`config.mk`:
```
export PLATFORM = sky130hd
export DESIGN_NAME = mod_reduct_solinas3
export DESIGN_NICKNAME = d
export VERILOG_FILES = /design/src/rtl/mod_reduct_solinas3.sv
export SDC_FILE = /design/constraint.sdc
export NUM_CORES = 2
export LEC_CHECK = 0
export CORE_ASPECT_RATIO = 1.25
export CORE_MARGIN = 8
export CORE_UTILIZATION = 50
export CTS_CLUSTER_DIAMETER = 60
export DETAILED_ROUTE_END_ITERATION = 16
export GPL_TIMING_DRIVEN = 0
export PLACE_DENSITY = 0.64
export SLEW_MARGIN = 20
export SYNTH_ARGS = -nofsm -noshare
export SYNTH_HDL_FRONTEND = slang
export SYNTH_SLANG_ARGS = --single-unit
```
`constraint.sdc`:
```
create_clock -name clk -period 32.7 [get_ports clk]
set_clock_uncertainty 0.15 [all_clocks]
set_input_delay 4.905 -clock clk [delete_from_list [all_inputs] [get_ports clk]]
set_output_delay 4.905 -clock clk [all_outputs]
set_load 0.02 [all_outputs]
```
`src/rtl/mod_reduct_solinas3.sv`:
```
// Pipelined z = a mod MOD for a solinas3 prime MOD = 2**MOD_W - 2**P0 - 2**P1 + 1.
// Define MOD_REDUCT_SOLINAS3_OUT_REG_EN to add an output register on z/out_avail/out_side (+1 latency).
module mod_reduct_solinas3 #(
    parameter int               MOD_W    = 64,
    parameter logic [MOD_W-1:0] MOD      = 64'hFFFF_FBFF_FFE0_0001,
    parameter int               IN_PIPE  = 1,
    parameter int               SIDE_W   = 0,
    parameter logic [1:0]       RST_SIDE = 2'b00
) (
    input  logic                                 clk,
    input  logic                                 a_rst,
    input  logic [2*MOD_W-1:0]                   a,
    input  logic                                 in_avail,
    input  logic [(SIDE_W > 0 ? SIDE_W : 1)-1:0] in_side,
    output logic [MOD_W-1:0]                     z,
    output logic                                 out_avail,
    output logic [(SIDE_W > 0 ? SIDE_W : 1)-1:0] out_side
);

    localparam int SW = (SIDE_W > 0) ? SIDE_W : 1;

    // 2**MOD_W - MOD + 1 must have exactly two set bits: P0 (upper) and P1 (lower).
    function automatic logic [MOD_W:0] mod_gap();
        return {1'b1, {MOD_W{1'b0}}} - {1'b0, MOD} + {{MOD_W{1'b0}}, 1'b1};
    endfunction

    function automatic int top_bit(input int rank);
        logic [MOD_W:0] d;
        int p0;
        int p1;
        d  = mod_gap();
        p0 = -1;
        p1 = -1;
        for (int b = 0; b <= MOD_W; b++) begin
            if (d[b]) begin
                p1 = p0;
                p0 = b;
            end
        end
        return (rank == 0) ? p0 : p1;
    endfunction

    localparam int P0_RAW = top_bit(0);
    localparam int P1_RAW = top_bit(1);
    localparam int P0     = (P0_RAW < 0) ? 0 : P0_RAW;
    localparam int P1     = (P1_RAW < 0) ? 0 : P1_RAW;

    function automatic bit mod_ok();
        logic [MOD_W:0] chk;
        if (P1_RAW < 0) return 1'b0;
        chk     = '0;
        chk[P0] = 1'b1;
        chk[P1] = 1'b1;
        return chk == mod_gap();
    endfunction

    function automatic int fold_w(input int n);
        int w;
        w = 2 * MOD_W;
        for (int i = 0; i < n; i++) begin
            w = ((MOD_W > w - MOD_W + P0 + 1) ? MOD_W : (w - MOD_W + P0 + 1)) + 1;
        end
        return w;
    endfunction

    function automatic int calc_nb_fold();
        int n;
        n = 0;
        for (int i = 0; i < 2 * MOD_W; i++) begin
            if (fold_w(n) > MOD_W + 2) n++;
        end
        return n;
    endfunction

`ifdef MOD_REDUCT_SOLINAS3_OUT_REG_EN
    localparam int OUT_REG = 1;
`else
    localparam int OUT_REG = 0;
`endif

    localparam bit MOD_OK  = mod_ok();
    localparam int NB_FOLD = calc_nb_fold();
    localparam int LAT     = ((IN_PIPE != 0) ? 1 : 0) + NB_FOLD + 1 + OUT_REG;
    localparam int CW      = MOD_W + 3;

    if (!MOD_OK) begin : g_bad_mod
        $fatal(1, "mod_reduct_solinas3: MOD is not 2**MOD_W - 2**P0 - 2**P1 + 1");
    end
    if (P0 > MOD_W - 3) begin : g_bad_p0
        $fatal(1, "mod_reduct_solinas3: P0 too large, folding would not converge");
    end

    logic [2*MOD_W-1:0] fold_in;

    if (IN_PIPE != 0) begin : g_in_reg
        logic [2*MOD_W-1:0] a_d, a_q;
        always_comb a_d = a;
        always_ff @(posedge clk or posedge a_rst) begin
            if (a_rst) a_q <= '0;
            else       a_q <= a_d;
        end
        assign fold_in = a_q;
    end else begin : g_in_comb
        assign fold_in = a;
    end

    // Each stage replaces hi*2**MOD_W by hi*(2**P0 + 2**P1 - 1); the result never goes negative.
    for (genvar i = 0; i < NB_FOLD; i++) begin : g_fold
        localparam int WI = fold_w(i);
        localparam int WO = fold_w(i + 1);
        logic [WI-1:0] x_in;
        logic [WO-1:0] hi_w, lo_w, x_d, x_q;
        if (i == 0) begin : g_src
            assign x_in = fold_in;
        end else begin : g_src
            assign x_in = g_fold[i-1].x_q;
        end
        always_comb begin
            hi_w = WO'(x_in[WI-1:MOD_W]);
            lo_w = WO'(x_in[MOD_W-1:0]);
            x_d  = (hi_w << P0) + (hi_w << P1) + lo_w - hi_w;
        end
        always_ff @(posedge clk or posedge a_rst) begin
            if (a_rst) x_q <= '0;
            else       x_q <= x_d;
        end
    end

    logic [CW-1:0]    corr_x, corr_sub;
    logic [MOD_W-1:0] corr_d, corr_q;

    // Folded value is below 4*2**MOD_W < 5*MOD; subtract the largest k*MOD not above it.
    always_comb begin
        corr_x   = CW'(g_fold[NB_FOLD-1].x_q);
        corr_sub = '0;
        for (int k = 1; k <= 4; k++) begin
            if (corr_x >= CW'(k) * CW'(MOD)) corr_sub = CW'(k) * CW'(MOD);
        end
        corr_d = MOD_W'(corr_x - corr_sub);
    end

    always_ff @(posedge clk or posedge a_rst) begin
        if (a_rst) corr_q <= '0;
        else       corr_q <= corr_d;
    end

    localparam logic [SW-1:0] SIDE_RST = (RST_SIDE == 2'b10) ? {SW{1'b1}} : {SW{1'b0}};

    logic [LAT-1:0] avail_d, avail_q;
    logic [SW-1:0]  side_d [LAT];
    logic [SW-1:0]  side_q [LAT];

    always_comb begin
        avail_d   = {avail_q[LAT-2:0], in_avail};
        side_d[0] = in_side;
        for (int i = 1; i < LAT; i++) side_d[i] = side_q[i-1];
    end

    always_ff @(posedge clk or posedge a_rst) begin
        if (a_rst) begin
            avail_q <= '0;
            for (int i = 0; i < LAT; i++) side_q[i] <= SIDE_RST;
        end else begin
            avail_q <= avail_d;
            side_q  <= side_d;
        end
    end

`ifdef MOD_REDUCT_SOLINAS3_OUT_REG_EN
    logic [MOD_W-1:0] z_d, z_q;
    always_comb z_d = corr_q;
    always_ff @(posedge clk or posedge a_rst) begin
        if (a_rst) z_q <= '0;
        else       z_q <= z_d;
    end
    assign z = z_q;
`else
    assign z = corr_q;
`endif

    assign out_avail = avail_q[LAT-1];
    assign out_side  = side_q[LAT-1];

endmodule

```
# After elaboration in Yosys (flattened, before gate mapping)
# Index checks and enable logic that the tools add are counted.
[classes]
muxes = 2
n_addsub = 13
magnitude_cmp = 2
[op_table]
columns = ["cell", "count"]
rows = [
  ["2-to-1 mux 64 bit", 2],
  ["adder 107 x 64 -> 108 bit", 1],
  ["subtractor 108 x 64 -> 108 bit", 1],
  ["adder 106 x 85 -> 107 bit", 1],
  ["adder 87 x 64 -> 88 bit", 1],
  ["subtractor 88 x 44 -> 88 bit", 1],
  ["adder 86 x 65 -> 87 bit", 1],
  ["adder 67 x 64 -> 68 bit", 1],
  ["subtractor 68 x 24 -> 68 bit", 1],
  ["adder 66 x 45 -> 67 bit", 1],
  ["adder 47 x 64 -> 65 bit", 1],
  [">= comparator 65 x 64 -> 1 bit (second input constant)", 1],
  [">= comparator 65 bit (second input constant)", 1],
  ["subtractor 65 x 4 -> 65 bit", 1],
  ["subtractor 64 bit", 1],
  ["adder 46 x 25 -> 47 bit", 1],
]
[word_totals]
inputBits = 132
reg_bits = 533

# Longest topological paths before layout
[depth]
word_depth = 4
ltp_mapped = 21
depth_no_buf = 21

# Worst setup path before layout
# No wires, ideal clock.
[synth_timing]
path_type = "register to register"
from = "register g_fold[3].x_q[14]"
to = "register corr_q[58] (netlist: z[58])"
arrival_ns = 6.567
path_stages_with_launch = 21
synth_period_minus_slack_ns = 6.846
path_slack_ns = 25.854
t_required_ns = 32.421
setup_time_ns = 0.129
path_buffers = 0
cell_sequence = "dfrtp_1 -> nor4_1 -> and4_1 -> nand2_1 -> or4_1 -> a41o_1 -> a31oi_1 -> or2_2 -> inv_1 -> ha_1 -> fa_1 -> nor4b_1 -> nand4_1 -> o211ai_1 -> a21oi_1 -> nor2_1 -> o311ai_0 -> a31oi_1 -> o21ai_0 -> a21oi_1 -> xnor2_1"
[synth_via]
elab_chain_len = 4
elab_cells_between_ends = 5
[synth_lines]
columns = ["element", "line", "text"]
rows = [
  ["start, declared", "112", "logic [WO-1:0] hi_w, lo_w, x_d, x_q;"],
  ["start signal, assigned", "124", "if (a_rst) x_q <= '0;"],
  ["start signal, assigned", "125", "else x_q <= x_d;"],
  [">= comparator 65 x 64 -> 1 bit", "137", "if (corr_x >= CW'(k) * CW'(MOD)) corr_sub = CW'(k) * CW'(MOD);"],
  ["2-to-1 mux 64 bit (2 in series)", "137", ""],
  ["subtractor 64 bit *", "139", "corr_d = MOD_W'(corr_x - corr_sub);"],
  ["named net corr_d[58]", "130", "logic [MOD_W-1:0] corr_d, corr_q;"],
  ["end signal, assigned", "144", "else corr_q <= corr_d;"],
  ["end, declared", "130", ""],
]
# Mark *: on every way through the listed nets, which the timed path passes. The rest lies on a longest branch.

# Worst setup path after layout
[layout_timing]
from = "register g_fold[3].x_q[6]"
to = "register corr_q[58] (netlist: z[58])"
# The elaborated chain is that of the path after synthesis.

==> impl_metrics.yaml <==
clocking:
  clkSinkCount: 533
  cts_root_buffer: "clkbuf_16"
  cts_tree: "yes"
  cts_made_buffers: 56
  post_cts_buffers: 0
  cts_resized: 0
  htree_levels: 2
  clock_latency_ns: 0.63
  clk_pin_slew_ns: 0.06
  cts.path.max_buffers: 3
  postCtsHoldBufs: 0
detailed_routing:
  vias_per_cell: 5.44
  route.detailed.drc: 0
  wl_per_cell_um: 19.6
  wl_met3_um: 3970
  firstDrtPassIters: 6
  routed_wl_um: 126000
  vias: 35008
  dr.max_layer_used: "met4"
  wl_met1_um: 45800
  wl_met2_um: 68200
  initialDrtViolationCount: 2017
  drtAntennaViolNets: 0
finish:
  drive_gt1_share_pct: 3.10
  layout_commonest_cell: "inv_1"
  layout_common_cells: "inv_1 (768), ha_1 (727), dfrtp_1 (533), a21oi_1 (477), nand2_1 (291)"
  n_antenna_cell: 0
  syn_to_final_growth_pct: 12.5
  fin_nets: 6199
  layoutNonFillerInstCount: 6441
synthesis:
  avgSynthCellArea_um2: 9.00
  synth_edf_count: 0
  synth_cell_types: 94
  synth.ff_latch_count: 533
  syn_nets: 5937
  synth.yosys.seq_area_share_pct: 29.9
  syn_area_um2: 44600
  yosys-top-cells-area: "dfrtp_1 (30%), ha_1 (20%), inv_1 (6.5%)"
  synth_top_area_share_pct: 29.9
  synthArstFlopShare_pct: 100
  synth_area_leader_cell: "dfrtp_1"
  synth_cells: 4957
  synth_ff_type: "dfrtp_1"
  yosys_warnings: 0
critical_path:
  slowest_stage: "nor4_1"
  path_cells: "nor4_1, nand2_1, or4_1, a41o_1, a31oi_4, or2_2, inv_1, ha_1, fa_1, nor4b_1, nand4_1, o211ai_1, a21oi_1, nor2_1, o311ai_1, a31oi_1, o21ai_0, a21oi_1, xnor2_1"
  worstSetupEndpointType: "register"
  worstPathRequired_ns: 33.08
  cp_data_arrival_time_ns: 7.12
  crit_path_start_kind: "register"
  worstSetupPathType: "reg -> reg"
  path_max_fanout: 20
  path_common_cell: "a21oi_1"
  critPathMaxStageDelay_ns: 0.79
placement:
  numPortBuffers: 197
  dpl.cell_count: 6339
  dp_hpwl_um: 109000
  gp_congestion: 0.939
sta:
  max_freq_mhz: 148
  hold_viol: 0
  finalCritPeriodShare_pct: 20.6
  finalSetupViolations: 0
  final_max_slew_viol_count: 0
  post-route-min-period_ns: 6.74
  maxSlewHeadroom_pct: 24.1
  worstMarginPinSlew_ns: 1.13
  rsz0062_at_grt: "false"
  totalNegativeSetupSlack_ns: 0
run:
  drv_cap: 0
floorplan:
  initial_core_util_pct: 50.4
  die_w_um: 283
  pin_count: 198
  core_area_um2: 88500
  die_h_um: 350
  die-area_um2: 99100
  row_count: 122
min_path:
  hp-class: "reg -> reg"
global_routing:
  grt.total_usage_pct: 25.2
  grt_pass1_wl_um: 197000
  grt_pass1_vias: 36074
  grt_max_degree: 110
  antenna_found_initial: 0
  grt_overflow: 0
run_status:
  status: "finished clean"
through the flow:
| step | worst slack [ns] | instance area [um^2] | util, % | hold WS, ns |
|---|---|---|---|---|
| after floorplan | 12.75 | 44600 | - | 0.181 |
| after global placement | 7.79 | 48000 | 54.3 | 0.182 |
| after detailed placement | 25.84 | 48300 | 54.5 | 0.185 |
| after CTS | 25.90 | 50200 | 56.7 | 0.199 |
| after global routing | 25.62 | 50200 | 56.7 | 0.211 |
| final | 25.96 | 50200 | 56.7 | 0.198 |
critical path, delay by kind of cell, from the launching register on:
kind,cells,cell delay (ns)
AOI/OAI and AO/OA,8,2.86
xor gates and xnor gates,1,0.14
adders and majority gates,2,0.64
buffers and inverters,1,0.06
DFF,1,0.42
and+or+nand+nor,7,2.33
synth_stat cells (12+ instances only):
master,count
inv_1,769
ha_1,727
dfrtp_1,533
a21oi_1,477
nand2_1,291
o21ai_0,241
xnor2_1,219
nor2_1,212
a21o_1,207
clkbuf_1,147
nand4_1,146
xor2_1,145
fa_1,121
o21bai_1,96
nand3_1,63
nor3_1,51
a31oi_1,50
o21a_1,41
nor2b_1,32
a211oi_1,31
and3_1,30
nor4_1,25
nand2b_1,23
o211ai_1,18
o31ai_1,17
and2_1,16
or2_2,15
a21boi_0,13
o221ai_1,13
buf_2,12
sequential cells by signal, summed over array words and instances, names as in the netlist:
register    count
g_fold.x_q    329
avail_q         6
out_side        1
fold_in       128
z              64
side_d          5
logic make-up after synthesis:
group                    share of synthesized area, %
XOR/XNOR                                         7.15
multiplexers                                   0.0477
flip-flops                                       29.9
buffers and inverters                            7.89
adder cells (fa/ha/maj)                          25.8
AND/OR/NAND/NOR                                  10.5
AO/OA/AOI/OAI                                    18.7
worst paths after layout:
path	startpoint	to	slack (ns)	depth (start not counted)
min in group asynchronous	a_rst	g_fold[1].x_q[0]	4.51	2
min	avail_q[1]	avail_q[2]	0.20	0
min reg2reg	avail_q[1]	avail_q[2]	0.20	0
max	g_fold[3].x_q[6]	z[58]	25.96	19
max in group asynchronous	a_rst	z[63]	26.63	5
max reg2reg	g_fold[3].x_q[6]	z[58]	25.96	19
metal layers:
layer / vias to the layer above / track usage, %
li1: 17587 / -
met1: 16290 / 25.2
met2: 827 / 49.9
met3: 304 / 2.89
met4: 0 / 14.1
met5: - / 0
layout make-up:
cell class	instances	area [um^2]
multi-input combinational	3491	27800
sequential	533	13300
clock inverter	28	373
timing repair buffer	204	2160
buffer	164	631
clock buffer	74	1530
inverter	769	2890
tap	1178	1470
fill	8171	38400
Power is left out: the tool's default activity adds up to more than one toggle a clock period on the data nets, which glitch-free logic cannot reach.
